--- src/rtl/multdiv_unit.sv ---
// Iterative signed multiply/divide unit for the execute stage.
// One radix-2 step per cycle on operand magnitudes; sign and exceptions applied on entry to DONE.
module multdiv_unit #(
  parameter int unsigned WIDTH = 32
) (
  input  logic             clk,
  input  logic             reset,
  input  logic             ctrl_mult,
  input  logic             ctrl_div,
  input  logic [WIDTH-1:0] operand_a,
  input  logic [WIDTH-1:0] operand_b,
  output logic [WIDTH-1:0] result,
  output logic             exception,
  output logic             result_rdy,
  output logic             busy
);

  localparam int unsigned CntW = (WIDTH > 1) ? $clog2(WIDTH) : 1;
  localparam logic [CntW-1:0] CntLast = CntW'(WIDTH - 1);

  typedef enum logic [1:0] {StIdle, StRun, StDone} state_e;

  state_e           state_q, state_d;
  logic [CntW-1:0]  cnt_q, cnt_d;
  logic             is_div_q, is_div_d;
  logic             neg_q, neg_d;
  logic             div_zero_q, div_zero_d;
  logic [WIDTH-1:0] opnd_q, opnd_d;
  logic [WIDTH-1:0] hi_q, hi_d;
  logic [WIDTH-1:0] lo_q, lo_d;
  logic [WIDTH-1:0] result_q, result_d;
  logic             exc_q, exc_d;

  logic             start;
  logic [WIDTH-1:0] mag_a, mag_b;
  logic [WIDTH-1:0] addend;
  logic [WIDTH:0]   mult_sum;
  logic [WIDTH-1:0] rem_shift;
  logic [WIDTH:0]   diff;
  logic             ge;
  logic [WIDTH-1:0] step_hi, step_lo;
  logic [2*WIDTH-1:0] prod_mag, prod_s;
  logic [WIDTH-1:0] quo_s;
  logic [WIDTH:0]   ovf_bits;
  logic [WIDTH-1:0] fin_result;
  logic             fin_exc;

  assign start = ctrl_mult ^ ctrl_div;
  // Unsigned WIDTH bits hold |most negative| exactly, so no wrap on magnitude.
  assign mag_a = operand_a[WIDTH-1] ? -operand_a : operand_a;
  assign mag_b = operand_b[WIDTH-1] ? -operand_b : operand_b;

  // Multiply: shift-add on {hi, lo}; divide: restoring step with hi as remainder, lo as quotient.
  always_comb begin
    addend    = lo_q[0] ? opnd_q : '0;
    mult_sum  = {1'b0, hi_q} + {1'b0, addend};
    rem_shift = {hi_q[WIDTH-2:0], lo_q[WIDTH-1]};
    diff      = {1'b0, rem_shift} - {1'b0, opnd_q};
    ge        = ~diff[WIDTH];
    if (is_div_q) begin
      step_hi = ge ? diff[WIDTH-1:0] : rem_shift;
      step_lo = {lo_q[WIDTH-2:0], ge};
    end else begin
      step_hi = mult_sum[WIDTH:1];
      step_lo = {mult_sum[0], lo_q[WIDTH-1:1]};
    end
  end

  always_comb begin
    prod_mag = {step_hi, step_lo};
    prod_s   = neg_q ? -prod_mag : prod_mag;
    quo_s    = neg_q ? -step_lo : step_lo;
    ovf_bits = prod_s[2*WIDTH-1:WIDTH-1];
    if (is_div_q) begin
      if (div_zero_q) begin
        fin_result = '0;
        fin_exc    = 1'b1;
      end else begin
        fin_result = quo_s;
        // Only MIN / -1 yields a positive quotient that needs bit WIDTH-1.
        fin_exc    = ~neg_q & step_lo[WIDTH-1];
      end
    end else begin
      fin_result = prod_s[WIDTH-1:0];
      fin_exc    = ~((&ovf_bits) | ~(|ovf_bits));
    end
  end

  always_comb begin
    state_d    = state_q;
    cnt_d      = cnt_q;
    is_div_d   = is_div_q;
    neg_d      = neg_q;
    div_zero_d = div_zero_q;
    opnd_d     = opnd_q;
    hi_d       = hi_q;
    lo_d       = lo_q;
    result_d   = result_q;
    exc_d      = exc_q;
    unique case (state_q)
      StIdle, StDone: begin
        if (start) begin
          state_d    = StRun;
          cnt_d      = '0;
          is_div_d   = ctrl_div;
          neg_d      = operand_a[WIDTH-1] ^ operand_b[WIDTH-1];
          div_zero_d = (operand_b == '0);
          opnd_d     = ctrl_div ? mag_b : mag_a;
          hi_d       = '0;
          lo_d       = ctrl_div ? mag_a : mag_b;
        end else begin
          state_d = StIdle;
        end
      end
      StRun: begin
        hi_d  = step_hi;
        lo_d  = step_lo;
        cnt_d = cnt_q + CntW'(1);
        if (cnt_q == CntLast) begin
          state_d  = StDone;
          result_d = fin_result;
          exc_d    = fin_exc;
        end
      end
      default: state_d = StIdle;
    endcase
  end

  always_ff @(posedge clk or posedge reset) begin
    if (reset) begin
      state_q    <= StIdle;
      cnt_q      <= '0;
      is_div_q   <= 1'b0;
      neg_q      <= 1'b0;
      div_zero_q <= 1'b0;
      opnd_q     <= '0;
      hi_q       <= '0;
      lo_q       <= '0;
      result_q   <= '0;
      exc_q      <= 1'b0;
    end else begin
      state_q    <= state_d;
      cnt_q      <= cnt_d;
      is_div_q   <= is_div_d;
      neg_q      <= neg_d;
      div_zero_q <= div_zero_d;
      opnd_q     <= opnd_d;
      hi_q       <= hi_d;
      lo_q       <= lo_d;
      result_q   <= result_d;
      exc_q      <= exc_d;
    end
  end

  assign busy       = (state_q == StRun);
  assign result_rdy = (state_q == StDone);
  assign result     = result_q;
  assign exception  = exc_q;

endmodule
--- config.mk ---
export PLATFORM = sky130hd
export DESIGN_NAME = multdiv_unit
export DESIGN_NICKNAME = d
export VERILOG_FILES = /design/src/rtl/multdiv_unit.sv
export SDC_FILE = /design/constraint.sdc
export NUM_CORES = 1
export LEC_CHECK = 0
export ABC_AREA = 1
export CORE_MARGIN = 3
export CORE_UTILIZATION = 35
export CTS_BUF_LIST = sky130_fd_sc_hd__clkbuf_4 sky130_fd_sc_hd__clkbuf_8 sky130_fd_sc_hd__clkbuf_16
export CTS_CLUSTER_DIAMETER = 200
export DETAILED_ROUTE_END_ITERATION = 8
export GPL_ROUTABILITY_DRIVEN = 0
export SKIP_LAST_GASP = 1
export SYNTH_ARGS = -nofsm -noshare
export SYNTH_HDL_FRONTEND = slang
export SYNTH_SLANG_ARGS = --single-unit
--- constraint.sdc ---
create_clock -name clk -period 4.04 [get_ports clk]
set_input_delay 0.404 -clock clk [delete_from_list [all_inputs] [get_ports clk]]
set_output_delay 0.404 -clock clk [all_outputs]
set_load 0.05 [all_outputs]
=== After elaboration in Yosys (flattened, before gate mapping) ===
Index checks and enable logic that the tools add are counted.

* Logic and storage cells: 62
* Register bits: 139
* Bits of input ports: 68

* Eq/ne operators: 5
* Bitwise logic cells: 8
* $add $sub $neg: 7
* Reduce and logical (&&, ||, !) cells: 9
* Mux-type cells: 23

{| class="wikitable"
|+ Operator list
! kind !! count
|-
| 32-bit two-way mux || 13
|-
| 32-bit case mux with 2 select lines || 2
|-
| 32-bit negation || 3
|-
| 64-bit two-way mux || 1
|-
| 64-bit negation || 1
|-
| 32-bit by 32-bit adder with 33-bit output || 1
|-
| 33-bit AND reduction || 1
|-
| 33-bit OR reduction || 1
|-
| 32-bit by 32-bit subtractor with 33-bit output || 1
|-
| 32-bit zero test || 1
|-
| 5-bit case mux with 2 select lines || 1
|-
| 2-bit AND reduction || 3
|-
| 5-bit by 1-bit adder with 5-bit output (second input constant) || 1
|-
| 5-bit == test (second input constant) || 1
|-
| 5-bit two-way mux || 1
|-
| 1-bit inverter || 4
|-
| 2-bit case mux with 2 select lines || 1
|-
| 1-bit two-way mux || 3
|-
| 2-bit by 1-bit == test with 1-bit output (second input constant) || 1
|-
| 2-bit == test (second input constant) || 1
|-
| 2-bit zero test || 1
|-
| 2-bit two-way mux || 1
|-
| 2-bit by 1-bit inequality test with 1-bit output (second input constant) || 1
|-
| 2-bit inequality test (second input constant) || 1
|-
| other kinds (5) || 6
|}

=== Longest topological paths before layout ===
* Word-level depth: 10
* Depth in mapped cells: 36

=== Worst setup path before layout ===
No wires, ideal clock.

* Path type: flip-flop to flip-flop
* Start: reg hi_q[22]
* End: reg exc_q (netlist: exception)
* Period minus slack after synthesis: 3,786 ps
* Data arrival time: 3,663 ps
* Library setup time: 124 ps
* Cell stages (with the launch flop): 31
* Required time: 3,916 ps
* Path buffers: 0
* Setup slack: 254 ps
* Cells stage by stage: dfrtp_1 > ha_1 > a21oi_1 > nand2_1 > clkinv_1 > nand2_2 > a21oi_4 > nand3_1 > nand2_2 > ha_1 > nand3_1 > nor2_1 > inv_1 > nor2_2 > nand2_1 > nor4_2 > nand3_1 > nor2_1 > nor2_1 > xor2_1 > inv_1 > nor2_1 > nand2_1 > nor2_1 > nand2_1 > nor2_1 > nand2_1 > nor2_1 > nand2_1 > nand3_1 > a21oi_1

* Word-level cells in the longest chain between the ends: 10

{| class="wikitable"
|+ Ends and longest elaborated chain
! item !! RTL line !! source
|-
| start: declaration || 29 || <nowiki>logic [WIDTH-1:0] hi_q, hi_d;</nowiki>
|-
| start signal: assignment || 148 || <nowiki>hi_q <= hi_d;</nowiki>
|-
| 32-bit by 32-bit subtractor with 33-bit output || 58 || <nowiki>diff = {1'b0, rem_shift} - {1'b0, opnd_q};</nowiki>
|-
| 32-bit two-way mux / 1-bit inverter (equally long branches) || 61, 59 ||
|-
| 32-bit two-way mux || 60 || <nowiki>if (is_div_q) begin</nowiki>
|-
| 64-bit negation || 71 || <nowiki>prod_s = neg_q ? -prod_mag : prod_mag;</nowiki>
|-
| 64-bit two-way mux * || 71 ||
|-
| 33-bit OR reduction || 85 || <nowiki>fin_exc = ~((&ovf_bits) | ~(|ovf_bits));</nowiki>
|-
| 1-bit inverter || 85 ||
|-
| 1-bit OR * || 85 ||
|-
| 1-bit inverter * || 85 ||
|-
| 1-bit two-way mux * || 74 || <nowiki>if (is_div_q) begin</nowiki>
|-
| end signal: assignment || 140 || <nowiki>exc_q <= 1'b0;</nowiki>
|-
| end signal: assignment || 151 || <nowiki>exc_q <= exc_d;</nowiki>
|-
| end: declaration || 32 || <nowiki>logic exc_q, exc_d;</nowiki>
|}

Every way passes the cells marked *; elsewhere a longest branch is shown, timed or not.
A chain may end at the register's enable or synchronous reset.

=== Worst setup path in the final report ===
* Start: reg opnd_q[0]
* End: reg exc_q (netlist: exception)

* Word-level cells in the longest chain between the ends: 10

{| class="wikitable"
|+ Ends and longest elaborated chain
! item !! RTL line !! source
|-
| start: declaration || 28 || <nowiki>logic [WIDTH-1:0] opnd_q, opnd_d;</nowiki>
|-
| start signal: assignment || 147 || <nowiki>opnd_q <= opnd_d;</nowiki>
|-
| 32-bit two-way mux / 32-bit by 32-bit subtractor with 33-bit output (equally long branches) || 55, 58 ||
|-
| 32-bit by 32-bit adder with 33-bit output (tied with other cells) || 56 || <nowiki>mult_sum = {1'b0, hi_q} + {1'b0, addend};</nowiki>
|-
| 32-bit two-way mux || 60 ||
|-
| 64-bit negation || 71 ||
|-
| 64-bit two-way mux || 71 ||
|-
| 33-bit OR reduction || 85 ||
|-
| 1-bit inverter || 85 ||
|-
| 1-bit OR || 85 ||
|-
| 1-bit inverter || 85 ||
|-
| 1-bit two-way mux * || 74 ||
|}

Marked as above.

==> flow_metrics.env <==
export IMPL_layout_drive_gt1_share=0.190
export IMPL_clockRootBuffer="clkbuf_16"
export IMPL_critPathCaptureType="flip-flop"
export IMPL_routedWlPerCell_um=19.7
export IMPL_violations="negative setup slack"
export IMPL_drt_first_pass_iters=7
export IMPL_cts_max_path_buffers=2
export IMPL_hold_viol_final=0
export IMPL_dieArea_um2=48500
export IMPL_diodes=0
export IMPL_finalCriticalPeriod_ns=4.10
export IMPL_synth_async_sr_flop_share=1.00
export IMPL_ys_ff_latch=139
export IMPL_yosys_area_top_type="nand2_1"
export IMPL_worst_slew_pin_slew_ns=1.14
export IMPL_ant_nets=0
export IMPL_wirelength_um=74700
export IMPL_holdWs_ns=0.486
export IMPL_fin_ws_ns=-0.0581
export IMPL_synth_edf_count=0
export IMPL_grt_pass1_wl_um=113000
export IMPL_finalSetupViolCount=1
export IMPL_syn2layout_area_growth_pct=34.2
export IMPL_nNetsFinal=3330
export IMPL_crit_arrival_ns=4.43
export IMPL_finClkSkew_ns=0.0163
export IMPL_max_stage_delay_ns=0.43
export IMPL_synthTopCellsByArea="nand2_1 (22%), dfrtp_1 (22%), inv_1 (11%), nand3_1 (6.4%), nor2_1 (5.9%)"
export IMPL_htree_levels=4
export IMPL_postCtsHoldBufs=0
export IMPL_drc=0
export IMPL_netlist_instances=2786
export IMPL_cts_made_buffers=17
export IMPL_critPathSlowestCell="dfrtp_1"
export IMPL_synth_cell_types=53
export IMPL_vias=20400
export IMPL_critPathMaxFanout=4
export IMPL_drv_cap=0
export IMPL_grt_ovfl_total=0
export IMPL_netlist_area_um2=16100
export IMPL_start_util=0.359
export IMPL_layout_commonest_cell="nand2_1"
export IMPL_hpwl_um=58900
export IMPL_critPathLaunchType="flip-flop"
export IMPL_drtIter0Drc=2337
export IMPL_ys_flop_type="dfrtp_1"
export IMPL_outcome="finished with violations"
export IMPL_rsz0062_at_grt="yes"
export IMPL_grt_pass1_vias=19700
export IMPL_clock_latency_ns=0.47
export IMPL_yosys_warnings=0
export IMPL_avgViaCountPerCell=5.36
export IMPL_die_w_um=220
export IMPL_synth_top_area_frac=0.225
export IMPL_core_area_um2=44800
export IMPL_grt_max_degree=79
export IMPL_crit_path_frequent_cell="nand2_1"
export IMPL_design_area_um2=21600
export IMPL_num_rows=77
export IMPL_clock_fmax_ghz=0.244
export IMPL_worstPathRequired_ns=4.38
export IMPL_ios=103
export IMPL_antenna_found_initial=0
export IMPL_syn_mean_instance_area_um2=5.77
export IMPL_synth_nets=2925
export IMPL_clkTransAtPathRegs_ns=0.07
export IMPL_cts_tree="yes"
export IMPL_period_share=1.01
export IMPL_hold_class="reg2reg"
export IMPL_maxSlewHeadroom=0.229
export IMPL_port_buffer_count=102
export IMPL_path_class="reg2reg"
export IMPL_synth_seq_area_share=0.216
export IMPL_clock_sinks=139
export IMPL_die_y_um=220
export IMPL_final_cell_mix="nand2_1 (929), inv_1 (455), buf_4 (352)"
export IMPL_placed_area_um2=19900
export IMPL_drv_slew=0
export IMPL_grt_use_total=0.305
## state kept, by name, summed over array words and instances (netlist names)
name	flops
hi_q	32
neg_q	1
lo_q	32
result	32
state_q	2
opnd_q	32
is_div_q	1
exception	1
div_zero_q	1
cnt_q	5
## logic make-up after synthesis
group | after synthesis | share of synthesized area
and+or+nand+nor | 1597 | 0.420
AOI/OAI and AO/OA | 336 | 0.127
DFF | 139 | 0.216
xor gates and xnor gates | 83 | 0.0452
buffers and inverters | 560 | 0.136
adders and majority gates | 71 | 0.0562
## synthesized netlist by cell type, drive strengths merged (5+ instances only)
| library cell | number |
|---|---|
| a21oi | 82 |
| a221oi | 9 |
| a22o | 6 |
| a22oi | 8 |
| a32o | 8 |
| and2 | 7 |
| buf | 27 |
| clkbuf | 52 |
| clkinv | 5 |
| dfrtp | 139 |
| ha | 69 |
| inv | 476 |
| nand2 | 980 |
| nand3 | 211 |
| nand3b | 17 |
| nand4 | 47 |
| nor2 | 265 |
| nor3 | 40 |
| nor4 | 7 |
| o2111ai | 7 |
| o211ai | 10 |
| o21ai | 139 |
| o21bai | 8 |
| o221ai | 19 |
| o22ai | 27 |
| or2 | 19 |
| xnor2 | 11 |
| xor2 | 72 |
## critical path, delay by kind of cell, from the launching register on
| kind | cells | cell delay, ns |
|---|---|---|
| and+or+nand+nor | 20 | 2.18 |
| xor gates and xnor gates | 1 | 0.14 |
| DFF | 1 | 0.43 |
| AOI/OAI and AO/OA | 1 | 0.07 |
| adders and majority gates | 2 | 0.62 |
| buffers and inverters | 4 | 0.51 |
## repair_timing
action                                  CTS  global route
gates resized for setup                  33           133
pin swaps                                13            40
setup buffers                            20            22
hold endpoints to repair                  0             0
cloned                                    1             0
endpoints found under the setup margin    1             3
## final timing paths
check	start	slack [ns]	end	depth (start not counted)
min reg2reg	result[19]	0.49	result[19]	2
max reg2reg	opnd_q[0]	-0.06	exception	28
min	result[19]	0.49	result[19]	2
min in group asynchronous	reset	0.52	result[12]	2
max	opnd_q[0]	-0.06	exception	28
max in group asynchronous	reset	2.66	hi_q[22]	3
## per-layer routing
layer	global-route usage	part of all wire
met1	0.390	0.40
met2	0.493	0.45
met3	0.0420	0.082
met4	0.181	0.072
met5	0	0
## metrics by stage
| step | std cells | utilization | setup TNS, ns | setup WS (ns) |
|---|---|---|---|---|
| after CTS | 3774 | 0.466 | 0 | 0.000579 |
| final | 3796 | 0.482 | -0.0581 | -0.0581 |
| after global routing | 3796 | 0.482 | -0.424 | -0.350 |
| after floorplan | 2786 | - | 0 | 0.254 |
| after global placement | 3721 | 0.445 | -0.176 | -0.176 |
| after detailed placement | 3721 | 0.445 | -0.245 | -0.245 |
## area by class of cell
| cell class | count | area (µm²) |
|---|---|---|
| Tap cell | 592 | 741 |
| Fill cell | 4610 | 23200 |
| Inverter | 481 | 1810 |
| Timing Repair Buffer | 464 | 3820 |
| Clock buffer | 17 | 425 |
| Clock inverter | 15 | 155 |
| Sequential cell | 139 | 3480 |
| Multi-Input combinational cell | 2088 | 11100 |
Power is left out: the tool's default activity adds up to more than one toggle a clock period on the data nets, which glitch-free logic cannot reach.
